[config.mk]
export PLATFORM = sky130hd
export DESIGN_NAME = mux_arb_stream
export DESIGN_NICKNAME = d
export VERILOG_FILES = /design/src/rtl/mux_arb_stream_pkg.sv /design/src/rtl/mux_arb_stream_rr_arbiter.sv /design/src/rtl/mux_arb_stream.sv
export SDC_FILE = /design/constraint.sdc
export NUM_CORES = 1
export LEC_CHECK = 0
export ABC_AREA = 1
export ABC_CLOCK_PERIOD_IN_PS = 2620
export BUFFER_PORTS_ARGS = -buffer_cell sky130_fd_sc_hd__buf_2
export CAP_MARGIN = 25
export CORE_MARGIN = 2
export CORE_UTILIZATION = 45
export CTS_CLUSTER_DIAMETER = 150
export DETAILED_ROUTE_END_ITERATION = 10
export PLACE_DENSITY_LB_ADDON = 0.05
export SLEW_MARGIN = 40
export SYNTH_ARGS = -nofsm -noshare
export SYNTH_HDL_FRONTEND = slang
export SYNTH_SLANG_ARGS = --single-unit
[constraint.sdc]
create_clock -name clk -period 2.62 [get_ports clk]
set_clock_uncertainty 0.05 [all_clocks]
set_input_delay 0.262 -clock clk [delete_from_list [all_inputs] [get_ports clk]]
set_output_delay 0.262 -clock clk [all_outputs]
set_load 0.05 [all_outputs]
[src/rtl/mux_arb_stream_pkg.sv]
// Shared definitions for the stream multiplexer/arbiter.
// Holds only the selection-mode encodings; every other constant is local to its block.
package mux_arb_stream_pkg;

  // Selection policy for mux_arb_stream.MODE
  localparam int MUX_MODE_SEL = 0;  // channel chosen by the sel input
  localparam int MUX_MODE_RR  = 1;  // channel chosen by round-robin arbitration

endpackage : mux_arb_stream_pkg

[src/rtl/mux_arb_stream_rr_arbiter.sv]
// Round-robin grant logic.
// The search starts at the channel after the most recent winner, so a
// requester that holds req high is served within N grants.
module rr_arbiter #(
  parameter int N    = 4,
  parameter int SELW = (N > 1) ? $clog2(N) : 1
) (
  input  logic [N-1:0]    req,
  input  logic [SELW-1:0] last,
  output logic [SELW-1:0] grant,
  output logic            grant_valid
);

  logic found;

  // Pick the first requester at or after (last+1) mod N, wrapping to channel 0
  always_comb begin
    // NOTE: every output gets a default before the loop; without it a path
    // that finds no requester would infer a latch.
    grant       = '0;
    found       = 1'b0;
    grant_valid = |req;
    for (int i = 0; i < N; i++) begin
      if (!found && req[(int'(last) + 1 + i) % N]) begin
        grant = SELW'((int'(last) + 1 + i) % N);
        found = 1'b1;
      end
    end
  end

endmodule : rr_arbiter

[src/rtl/mux_arb_stream.sv]
// N-to-1 stream multiplexer with a single registered output slot.
// Channel selection is either fixed (sel input) or round-robin, chosen by MODE.
// Inputs see a zero-cycle ready path; data reaches the output one cycle later.
module mux_arb_stream
  import mux_arb_stream_pkg::*;
#(
  parameter int WIDTH = 32,
  parameter int N     = 4,
  parameter int MODE  = MUX_MODE_SEL,
  localparam int SELW = $clog2(N)
) (
  input  logic              clk,
  input  logic              rst,
  input  logic [N*WIDTH-1:0] in_data,
  input  logic [N-1:0]      in_valid,
  output logic [N-1:0]      in_ready,
  input  logic [SELW-1:0]   sel,
  output logic [WIDTH-1:0]  out_data,
  output logic              out_valid,
  input  logic              out_ready,
  output logic [SELW-1:0]   out_chan
);

  logic [SELW-1:0]  grant;
  logic             grant_valid;
  logic             load_en;
  logic             xfer;
  logic [WIDTH-1:0] grant_data;

  if (MODE == MUX_MODE_RR) begin : g_rr
    logic [SELW-1:0] last;

    rr_arbiter #(
      .N    (N),
      .SELW (SELW)
    ) u_rr_arbiter (
      .req         (in_valid),
      .last        (last),
      .grant       (grant),
      .grant_valid (grant_valid)
    );

    // Remember the most recent winner; it only moves when a word is actually taken
    always_ff @(posedge clk) begin
      if (rst) begin
        last <= SELW'(N - 1);
      end else if (xfer) begin
        last <= grant;
      end
    end
  end else begin : g_sel
    // Fixed select: an out-of-range sel matches no channel and grants nothing
    always_comb begin
      grant       = sel;
      grant_valid = 1'b0;
      for (int k = 0; k < N; k++) begin
        if (sel == SELW'(k)) begin
          grant_valid = in_valid[k];
        end
      end
    end
  end

  // Output slot can take a word when empty or when its word leaves this cycle
  always_comb begin
    load_en    = !out_valid || out_ready;
    in_ready   = '0;
    grant_data = '0;
    for (int k = 0; k < N; k++) begin
      if (grant == SELW'(k)) begin
        in_ready[k] = !rst && load_en && grant_valid;
        grant_data  = in_data[k*WIDTH +: WIDTH];
      end
    end
    xfer = |(in_valid & in_ready);
  end

  // Output register: load on transfer, empty on drain, hold while stalled
  always_ff @(posedge clk) begin
    // NOTE: sequential state uses non-blocking assignments so every register
    // samples pre-edge values regardless of statement order.
    if (rst) begin
      out_valid <= 1'b0;
      out_data  <= '0;
      out_chan  <= '0;
    end else if (load_en) begin
      if (xfer) begin
        out_valid <= 1'b1;
        out_data  <= grant_data;
        out_chan  <= grant;
      end else begin
        out_valid <= 1'b0;
      end
    end
  end

endmodule : mux_arb_stream

==> impl_metrics.yaml <==
setup_path:
  r2r-start: "out_valid"
  r2r_slack_ns: 1.09
  worstSetupPathType: "in2out"
  worstReg2RegEnd: "out_data[28]"
  reg2reg_depth: 7
  cp_data_required_time_ns: 2.31
  crit_path_start_kind: "input pin"
  crit_path_end_kind: "primary output"
  cp_max_fo: 19
  crit_arrival_ns: 1.70
clock_tree:
  clk_pin_slew_ns: 0.07
  numCtsBuffers: 5
  clkSinkCount: 35
  post_cts_resized: 0
  cts_setup_buffers: 0
  h-tree-depth: 2
  clock_latency_ns: 0.28
  cts_tree: "done"
  cts_hold_buf: 0
  ctsRootBufferMaster: "clkbuf_8"
  cts_buffer_depth: 2
timing:
  fmax_mhz: 496
  whs_ns: 0.159
  slew_violations: 0
  worstMarginPinSlew_ns: 0.700
  finalSetupViolations: 0
  final.min_clock_period_ns: 2.02
  fin_crit_sh_pct: 77.0
  finalHoldViolCount: 0
  slew_headroom_pct: 53.3
  tns_ns: 0
  rsz0062_at_grt: "false"
  fin_ws_ns: 0.603
logic_synthesis:
  async_reset_ff_share_pct: 0
  synth_ff_type: "dfxtp_1"
  synthAdderAreaFrac_pct: 0
  synth-edff-count: 0
  yosys-top-cells-count: "nand2_1, nand3_1, nor2_1"
  synthCells: 420
  synthMuxAreaShare_pct: 0
  synth_top_area_cell: "dfxtp_1"
  ys_types: 21
  ys_seq_area_share_pct: 28.6
  ys.warnings.count: 0
  synth_most_common_cell: "nand2_1"
  synth_area_per_cell_um2: 5.83
  synth_top_family_by_area: "simple AND/OR/NAND/NOR gates"
  syn_area_um2: 2450
  ys_top_cells_by_area: "dfxtp_1, nand2_1, nand3_1, nor2_1, a21oi_1"
  synth-seq-cells: 35
  synth-xor-area-share_pct: 0
  syn-num-nets: 557
  synth-simple-area-share_pct: 51.8
  synth-compound-area-share_pct: 11.0
  synth_top_area_share_pct: 28.6
route:
  first_iter_violations: 180
  wl_per_cell_um: 13.5
  drc_errors: 0
  ant_nets: 0
  drtPass1Iterations: 4
  totalWireLength_um: 8730
  via_count: 3325
  via_per_inst: 5.14
finish:
  antenna_cells: 0
  register_area_um2: 701
  fill_cells: 528
  area_delta_synth_final_pct: 39.7
  multi_input_area_um2: 1550
  drive_gt1_share_pct: 35.2
  final_cell_count_no_fill: 647
  fin_nets: 713
power_and_ir_drop:
  intPower_mw: 1.08
  p_per_area_nw_per_um2: 514
  ir_drop_v: 0.000300
  clockPowerShare_pct: 28.0
  p_sw_share_pct: 38.7
  p_seq_share_pct: 34.7
  p_comb_share_pct: 37.3
  p_leak_nw: 1.85
  finalPower_mw: 1.76
  power_switching_mw: 0.680
grt:
  grt_pass1_vias: 3009
  grt_antenna_before_repair: 0
  grt_max_degree: 55
  grt_pass1_wl_um: 13800
  overflow: 0
  grt_usage_pct: 28.4
worst_hold_path:
  min_path_cells: 2
  worstHoldStart: "rst"
  min_to: "out_valid"
  hold_path.class: "in2reg"
floorplanning:
  start_util_pct: 47.3
  dieArea_um2: 6050
  ios: 176
  num_rows: 26
  core_um2: 5170
  die_y_um: 77.8
  dieWidth_um: 77.8
placed_design:
  placed_cells: 639
  hpwl_um: 6460
  routabilityCongestion: 0.881
  portBuffers: 175
  post-place-ws_ns: 0.617
job:
  cap_viol_max_count: 0
run_status:
  outcome: "completed"
## registers in the layout (all words and copies together) (netlist names)
register,count
out_valid,1
out_chan,2
out_data,32
## worst max-delay path by stage
stage | endpoint | slack (ns) | from | cells after the start
detailed placement | in_ready[1] | 0.62 | sel[0] | 8
CTS | in_ready[1] | 0.61 | sel[0] | 8
global route | in_ready[2] | 0.43 | sel[0] | 8
global placement | in_ready[1] | 0.67 | sel[0] | 8
finish | in_ready[1] | 0.60 | sel[0] | 8
floorplan | in_ready[0] | 0.04 | out_valid | 6
## power groups by stage
stage / Clock [mW] / Combinational [mW] / Sequential, mW
finish: 0.491 / 0.656 / 0.610
detailed placement: 0 / 0.653 / 0.621
global placement: 0 / 0.647 / 0.621
CTS: 0.493 / 0.656 / 0.610
floorplan: 0 / 0.272 / 0.796
global route: 0.524 / 0.717 / 0.616
## worst max-delay path, cell delays in order
cell and delay, ns:
buf_2 0.17, inv_2 0.13, nand3b_1 0.10, nand3_1 0.08, nand2_2 0.28, nand2_4 0.22
nor3_1 0.18, buf_2 0.29
## metal layers
layer | track usage [%] | wire length, um
met4 | 9.64 | 182
met3 | 5.12 | 623
met2 | 52.8 | 4520
met5 | 0 | 0
met1 | 32.2 | 3410
## stage by stage
stage,utilization (%),cell area (um2)
5_1_grt,66.1,3420
6_report,66.1,3420
3_3_place_gp,63.9,3310
2_1_floorplan,-,2450
3_5_place_dp,64.0,3310
4_1_cts,66.1,3420
## cell families after synthesis
kind of cell,after synthesis
AO/OA/AOI/OAI,54
buffers and inverters,46
flip-flops,35
AND/OR/NAND/NOR,285
## placed cells by master, fill, tap and decap left out, drive strengths merged
cell and count:
a21oi 28, buf 181, nand3b 1, clkbuf 5, nor3 3, clkinv 3, nand2 125, o21ai 26
bufinv 1, nand3 78, or2 25, dfxtp 35, inv 13, nand4 7, nor2 46
## layout make-up
cell class / count / share of cell area (%)
clock buffers: 5 / 2.01
clock inverters: 3 / 1.28
inverters: 14 / 1.57
multi-input cells: 339 / 45.2
flip-flops and latches: 35 / 20.5
well taps: 70 / 2.56
repair buffers: 181 / 26.9
No activity file was read; power rests on OpenSTA's default activity.
